File: src/rtl/count_monitor_pkg.sv
// Shared definitions for the count_monitor block.
//   state_t : FSM state encodings, also visible on the state output port
//   CNT_MAX : terminal value of the monitored 4-bit upstream counter
package count_monitor_pkg;

    typedef enum logic [1:0] {
        IDLE  = 2'b00,
        TRACK = 2'b01,
        ERROR = 2'b10
    } state_t;

    localparam logic [3:0] CNT_MAX = 4'd15;

endpackage

File: src/rtl/count_monitor_sat_counter.sv
// Saturating up-counter. It stops at all-ones and does not roll over.
//   clk   : rising-edge clock
//   reset : asynchronous active-low reset
//   clr   : synchronous clear; takes priority over inc
//   inc   : add one on this edge unless already saturated
//   q     : counter value
module sat_counter #(
    parameter int W = 8
) (
    input  logic         clk,
    input  logic         reset,
    input  logic         clr,
    input  logic         inc,
    output logic [W-1:0] q
);

    localparam logic [W-1:0] QMAX = {W{1'b1}};

    always_ff @(posedge clk or negedge reset) begin
        if (!reset) begin
            q <= '0;
        end else if (clr) begin
            q <= '0;
        end else if (inc && (q != QMAX)) begin
            q <= q + 1'b1;
        end
    end

endmodule

File: src/rtl/count_monitor.sv
// Monitors an upstream 4-bit counter. It flags wraps and restarts as
// one-cycle pulses and latches any sequence violation.
//   clk        : rising-edge clock
//   reset      : asynchronous active-low reset
//   en         : sample strobe for q
//   q          : upstream count value
//   clr        : synchronous clear of the monitor state and statistics
//   wrap_pulse : registered pulse after a legal 15->0 step
//   restart    : registered pulse after a legal mid-sequence return to 0
//   err        : sticky violation flag
//   wrap_cnt   : saturating count of wrap events
//   state      : current FSM state
//
// state | meaning
// IDLE  | no history yet; the next sample seeds prev
// TRACK | following the count; prev holds the last sample
// ERROR | a violation was seen; only clr or reset leaves this state
module count_monitor
    import count_monitor_pkg::*;
#(
    parameter int WRAP_W = 8
) (
    input  logic              clk,
    input  logic              reset,
    input  logic              en,
    input  logic [3:0]        q,
    input  logic              clr,
    output logic              wrap_pulse,
    output logic              restart,
    output logic              err,
    output logic [WRAP_W-1:0] wrap_cnt,
    output logic [1:0]        state
);

    state_t     state_q, state_nxt;
    logic [3:0] prev_q, prev_nxt;
    logic       wrap_nxt, restart_nxt, err_nxt;

    always_comb begin
        state_nxt   = state_q;
        prev_nxt    = prev_q;
        wrap_nxt    = 1'b0;
        restart_nxt = 1'b0;
        err_nxt     = err_q_sel();
        if (clr) begin
            state_nxt = IDLE;
            prev_nxt  = 4'd0;
            err_nxt   = 1'b0;
        end else begin
            unique case (state_q)
                IDLE: begin
                    if (en) begin
                        prev_nxt  = q;
                        state_nxt = TRACK;
                    end
                end
                TRACK: begin
                    if (en) begin
                        if (q == prev_q + 4'd1) begin
                            prev_nxt = q;
                            wrap_nxt = (prev_q == CNT_MAX);
                        end else if (q == prev_q) begin
                            // A repeated sample (including 0 after 0) is a hold.
                            prev_nxt = prev_q;
                        end else if (q == 4'd0) begin
                            restart_nxt = 1'b1;
                            prev_nxt    = 4'd0;
                        end else begin
                            err_nxt   = 1'b1;
                            state_nxt = ERROR;
                        end
                    end
                end
                ERROR: begin
                    err_nxt = 1'b1;
                end
                default: begin
                    state_nxt = IDLE;
                    err_nxt   = 1'b0;
                end
            endcase
        end
    end

    function automatic logic err_q_sel();
        return err;
    endfunction

    always_ff @(posedge clk or negedge reset) begin
        if (!reset) begin
            state_q    <= IDLE;
            prev_q     <= 4'd0;
            wrap_pulse <= 1'b0;
            restart    <= 1'b0;
            err        <= 1'b0;
        end else begin
            state_q    <= state_nxt;
            prev_q     <= prev_nxt;
            wrap_pulse <= wrap_nxt;
            restart    <= restart_nxt;
            err        <= err_nxt;
        end
    end

    // The counter increments on the same edge that registers wrap_pulse.
    sat_counter #(.W(WRAP_W)) u_wrap_cnt (
        .clk   (clk),
        .reset (reset),
        .clr   (clr),
        .inc   (wrap_nxt),
        .q     (wrap_cnt)
    );

    assign state = state_q;

endmodule
File: config.mk
export PLATFORM = sky130hd
export DESIGN_NAME = count_monitor
export DESIGN_NICKNAME = d
export VERILOG_FILES = /design/src/rtl/count_monitor_pkg.sv /design/src/rtl/count_monitor_sat_counter.sv /design/src/rtl/count_monitor.sv
export SDC_FILE = /design/constraint.sdc
export NUM_CORES = 1
export LEC_CHECK = 0
export CORE_MARGIN = 1.5
export CORE_UTILIZATION = 50
export CTS_CLUSTER_SIZE = 24
export DETAILED_ROUTE_END_ITERATION = 12
export PLACE_DENSITY = 0.77
export SLEW_MARGIN = 5
export SYNTH_ARGS = -nofsm -noshare
export SYNTH_HDL_FRONTEND = slang
export SYNTH_SLANG_ARGS = --single-unit
File: constraint.sdc
create_clock -name clk -period 2.75 [get_ports clk]
set_input_delay 0.4125 -clock clk [delete_from_list [all_inputs] [get_ports clk]]
set_output_delay 0.4125 -clock clk [all_outputs]
set_load 0.01 [all_outputs]
==> out/metrics.yaml, run 1 <==
synth:
  syn-cell-area_um2: 1060
  synth_nets: 122
  netlist_instances: 108
  avgSynthCellArea_um2: 9.80
  yosysWarningCount: 0
  synth_seq_cells: 17
  synth_cell_types: 35
  seq_area_frac_synth_pct: 40.2
flow_run:
  maxCapViolations: 0
cts:
  htree_levels: 1
  cts_buffers: 3
  cts-root-buf: "clkbuf_4"
  clk_latency_ps: 290
  clk_pin_slew_ps: 100
  cts_tree: "built"
  cts_buffer_depth: 2
  cts_setup_buffers: 0
  cts_hold_buf: 0
  cts_resized: 0
  cts.sinks: 17
drt:
  post_drt_wl_per_cell_um: 15.0
  vias: 923
  avgViaCountPerCell: 5.81
  wirelength_um: 2390
  drt_pass1_iterations: 4
  ant_nets: 0
  drt_iter0_drc: 33
  drc: 0
finish:
  nNetsFinal: 147
  final_cell_mix: "20 x clkdlybuf4s50_1, 17 x dfrtp_1, 10 x a21oi_1"
  layout-drive-gt1-share_pct: 8.33
  layout_commonest_cell: "clkdlybuf4s50_1"
  diodes: 0
  area_growth_pct: 25.2
timing:
  fin_skew_ps: 1.47
  hold_ws_ps: 553
  post-route-period-util_pct: 85.5
  max-slew-margin-rel_pct: 40.6
  rsz0062_at_grt: "false"
  tightest_slew_ps: 882
  max_freq_mhz: 425
  period_needed_ps: 2350
  final_hold_viol_count: 0
  timing.final.ws_setup_ps: 398
  slew_violations: 0
  setup_viol: 0
  fin_setup_tns_ps: 0
power:
  pwr_density_cell_nw_per_um2: 581
  p_total_uw: 769
  vdd_drop_max_mv: 0.397
  p_leak_uw: 0.000550
setup_path:
  cp.depth: 6
  startpoint_type: "flop"
  r2r_end: "u_wrap_cnt.q[4]"
  worstSetupPathType: "flop to flop"
  cpLargestDelayFamily: "simple AND/OR/NAND/NOR gates"
  cp_data_arrival_time_ps: 2580
  r2r_cells: 6
  crit_chain: "ha_1 -> xnor3_1 -> and3_1 -> nand2_1 -> or4_1 -> a21oi_1"
  r2r-start: "prev_q[0]"
  worstPathMaxFanout: 13
  r2r_setup_slack_ps: 400
  critPathBufInv: 0
  slowest_delay_ps: 580
  slowest_stage: "or4_1"
  required_ps: 2980
  cp-end-kind: "flop"
die:
  die_area_um2: 2400
  rows: 16
  dieHeight_um: 49.0
  die_w_um: 49.0
  core_um2: 1980
  ioPinCount: 21
  start_util_pct: 53.4
placed_design:
  dp_slack_ps: 252
  globalplace.congestion: 0.767
  dpl.hpwl_um: 1740
  io_buffers: 20
run_status:
  status: "finished clean"
global_routing:
  grt_pass1_wl_um: 3980
  grt_use_total_pct: 22.0
  grt_max_degree: 18
  grt_overflow: 0
  grt_pass1_vias: 839
  antenna_found_initial: 0
worst_hold_path:
  min_path_type: "input port to asynchronous set/reset pin"
## registers in the layout, summed over array words and instances (netlist names)
signal	cells
u_wrap_cnt.q	8
prev_q	4
state	2
err	1
restart	1
wrap_pulse	1
## worst max path at each step
| stage | slack [ps] | start | to |
|---|---|---|---|
| finish | 400 | prev_q[0] | u_wrap_cnt.q[4] |
| detailed placement | 250 | q[3] | u_wrap_cnt.q[4] |
| global placement | 320 | q[1] | err |
| floorplan | 750 | prev_q[0] | err |
| global route | 240 | state[1] | u_wrap_cnt.q[4] |
| CTS | 440 | prev_q[0] | u_wrap_cnt.q[4] |
## cell usage after synthesis
master,n,area share (%)
o211ai_1,1,0.71
and4_1,1,0.83
ha_1,6,7.1
and3_1,2,1.2
clkbuf_1,1,0.35
inv_1,5,1.8
xnor3_1,1,2.1
nand2_1,5,1.8
nor4_1,2,1.2
o31ai_1,6,4.3
nand4_1,2,1.2
xnor2_1,1,0.83
buf_2,1,0.47
a31oi_1,1,0.59
and2_2,1,0.71
or3_1,2,1.2
nand4b_1,1,0.83
or4_1,5,3.5
a211oi_2,1,1.2
nand3_1,6,2.8
nand3_2,1,0.95
or4_2,1,0.83
or3b_2,1,0.83
o21bai_1,1,0.71
dfrtp_1,17,40
xor2_1,5,4.1
nor2_1,4,1.4
mux2_2,1,1.1
o22ai_1,1,0.59
nand2b_1,2,1.2
a22o_1,4,3.3
nor2b_1,2,1.2
o21ai_0,5,2.4
a21oi_1,10,4.7
mux2i_1,2,1.9
## per-layer routing
| metal | vias to the layer above | share of wire [%] | track usage [%] |
|---|---|---|---|
| met2 | 30 | 46 | 34.5 |
| met5 | - | 0 | 0 |
| met1 | 431 | 48 | 29.5 |
| met3 | 7 | 4.1 | 4.91 |
| li1 | 455 | - | - |
| met4 | 0 | 2.0 | 8.57 |
## cells by family (layout without fill, tap and decap cells)
family | after synthesis | count (layout) | share of synthesized area (%)
flip-flops | 17 | 17 | 40.2
adder cells (fa/ha/maj) | 6 | 6 | 7.09
buffers and inverters | 7 | 31 | 2.60
XOR/XNOR | 7 | 7 | 7.09
AO/OA/AOI/OAI | 30 | 30 | 18.4
multiplexers | 3 | 3 | 2.96
AND/OR/NAND/NOR | 38 | 38 | 21.6
## where the power goes
group | switching (uW) | internal, uW | total [uW]
Sequential | 37.3 | 282 | 319
Combinational | 160 | 152 | 312
Clock | 81.5 | 56.5 | 138
Total | 279 | 491 | 769
## layout make-up
class	instances	area, um2
fill	151	657
multi-input combinational	84	606
sequential	17	425
timing repair buffer	22	215
tap	27	33.8
clock buffer	4	26.3
inverter	5	18.8
## through the flow
step	area [um2]	utilization (%)	std cells
floorplan	1060	-	108
global placement	1300	65.5	155
detailed placement	1300	65.5	155
CTS	1330	66.9	159
global route	1330	66.9	159
finish	1330	66.9	159
Power figures use the tool's default switching activity.
==> run 2: changes to the inputs <==
- CAP_MARGIN: not set -> 20
- CTS_CLUSTER_SIZE: 24 -> 12
==> results of run 2 <==
Final layout, timing and power as in run 1 (identical DEF).
==> run 3: changes to the inputs <==
- CTS_CLUSTER_SIZE: 12 -> 16
- REMOVE_ABC_BUFFERS: not set -> 1
==> run 3 against run 2 <==
Compared with the run above: combinational power shrank 5%; global-route usage is 1.6 points lower; cell count shrank 0.63%; die area unchanged; register-to-register slack about the same; utilization shrank 0.38 points; worst setup slack improved by 11 ps; first-iteration DRC count is 24% higher.
==> out/metrics.yaml, run 3 (synthesis gave the netlist of run 1 again) <==
run_status:
  status: "finished clean"
die:
  ioPinCount: 21  # unchanged
  start_util_pct: 53.4  # unchanged
  die_w_um: 49.0  # unchanged
  dieHeight_um: 49.0  # unchanged
  core_um2: 1980  # unchanged
  rows: 16  # unchanged
  die_area_um2: 2400  # unchanged
timing:
  post-route-period-util_pct: 85.1  # -0.41 points
  slew_violations: 0  # unchanged
  fin_skew_ps: 3.10  # +1.63 ps
  rsz0062_at_grt: "false"
  tightest_slew_ps: 858  # -24.4 ps
  max_freq_mhz: 427  # +0.48%
  final_hold_viol_count: 0  # unchanged
  setup_viol: 0  # unchanged
  fin_setup_tns_ps: 0  # unchanged
  timing.final.ws_setup_ps: 410  # +11.3 ps
  max-slew-margin-rel_pct: 42.2  # +1.6 points
  period_needed_ps: 2340  # -11.3 ps
drt:
  wl_met3_um: 72  # -27%
  ant_nets: 0  # unchanged
  drt_iter0_drc: 41  # +24%
  avgViaCountPerCell: 5.80  # about the same
  drt_pass1_iterations: 4  # unchanged
  vias: 917  # -0.65%
  drc: 0  # unchanged
  topRoutingLayerUsed: "met4"
  wirelength_um: 2200  # -8.0%
  wl_met2_um: 1080  # -1.7%
  met1Wirelength_um: 1040  # -9.5%
  post_drt_wl_per_cell_um: 13.9  # -7.4%
finish:
  final_cell_mix: "20 x clkdlybuf4s50_1, 17 x dfrtp_1, 10 x a21oi_1"
  area_growth_pct: 24.5
  layout_commonest_cell: "clkdlybuf4s50_1"
  layout-drive-gt1-share_pct: 7.63  # -0.70 points
  fin_util_pct: 66.5  # -0.38 points
  fillers: 153  # +1.3%
  fin_cells: 158  # -0.63%
  nNetsFinal: 146  # -0.68%
  diodes: 0  # unchanged
  regMostFlops: "u_wrap_cnt.q"
  largest_reg_flops: 8  # unchanged
global_routing:
  grt_use_total_pct: 20.4  # -1.6 points
  grt_overflow: 0  # unchanged
  grt_pass1_vias: 849  # +1.2%
  antenna_found_initial: 0  # unchanged
  grt_pass1_wl_um: 3820  # -4.0%
  grt_max_degree: 18  # unchanged
cts:
  cts-root-buf: "clkbuf_4"
  cts_setup_buffers: 0  # unchanged
  cts_buffer_depth: 2  # unchanged
  cts_hold_buf: 0  # unchanged
  cts_buffers: 3  # unchanged
  clk_pin_slew_ps: 90  # about the same
  htree_levels: 1  # unchanged
  cts_resized: 0  # unchanged
  cts_tree: "built"
  clk_latency_ps: 280  # about the same
  cts.sinks: 17  # unchanged
setup_path:
  startpoint_type: "flop"
  cp_data_arrival_time_ps: 2550  # -30 ps
  worstPathMaxFanout: 13  # unchanged
  r2r_setup_slack_ps: 410  # about the same
  required_ps: 2960  # -20 ps
  cp-end-kind: "flop"
  worstSetupPathType: "flop to flop"
power:
  pwr_density_cell_nw_per_um2: 563  # -3.1%
  vdd_drop_max_mv: 0.380  # -4.2%
  p_leak_uw: 0.000545  # -0.87%
  p_total_uw: 742  # -3.6%
placed_design:
  dp_cells: 154  # -0.65%
  dpl.hpwl_um: 1630  # -6.4%
  io_buffers: 20  # unchanged
  dp_slack_ps: 186  # -66.1 ps
  globalplace.congestion: 0.932  # +21%
flow_run:
  maxCapViolations: 0  # unchanged
worst_hold_path:
  min_path_type: "flop to flop"
==> run 3: changes by cell type in the layout (fill, tap and decap cells not counted) <==
cell / before / now
buf_4: 2 / 1
==> run 3: through the flow <==
stage	instance area [um2]	hold slack [ps]
6_report	1320	541
2_1_floorplan	1050	117
4_1_cts	1320	552
5_1_grt	1320	586
3_5_place_dp	1290	528
3_3_place_gp	1290	517
==> run 3: cell type report <==
class	count	area (um2)	share of cell area, %
inverters	5	18.8	1.42
flip-flops and latches	17	425	32.3
clock buffers	4	26.3	1.99
multi-input cells	84	606	46.0
repair buffers	21	208	15.8
well taps	27	33.8	2.56
==> run 3: final timing paths <==
check                           from  cells after the start              end
setup / recovery           prev_q[0]                      6  u_wrap_cnt.q[4]
hold / removal                   err                      1              err
setup reg to reg           prev_q[0]                      6  u_wrap_cnt.q[4]
hold reg to reg                  err                      1              err
max in group asynchronous      reset                      1  u_wrap_cnt.q[4]
min in group asynchronous      reset                      1  u_wrap_cnt.q[6]
==> run 3: routing by layer <==
layer	global-route usage (%)	vias up
met5	0	-
met4	6.19	0
met3	2.76	2
met2	33.1	24
met1	28.4	434
li1	-	457
==> run 3: report_power, final <==
| group | internal [uW] | leakage (uW) | total (uW) | switching (uW) |
|---|---|---|---|---|
| logic | 146 | 0.000297 | 297 | 151 |
| clock network | 56.2 | 0.0000150 | 128 | 71.6 |
| registers | 282 | 0.000234 | 317 | 34.6 |
==> run 3: critical path, cell delays in order, from the launching register on <==
cell and delay [ps]:
dfrtp_1 430, ha_1 250, xnor3_1 400, and3_1 210
nand2_1 270, or4_1 580, a21oi_1 140
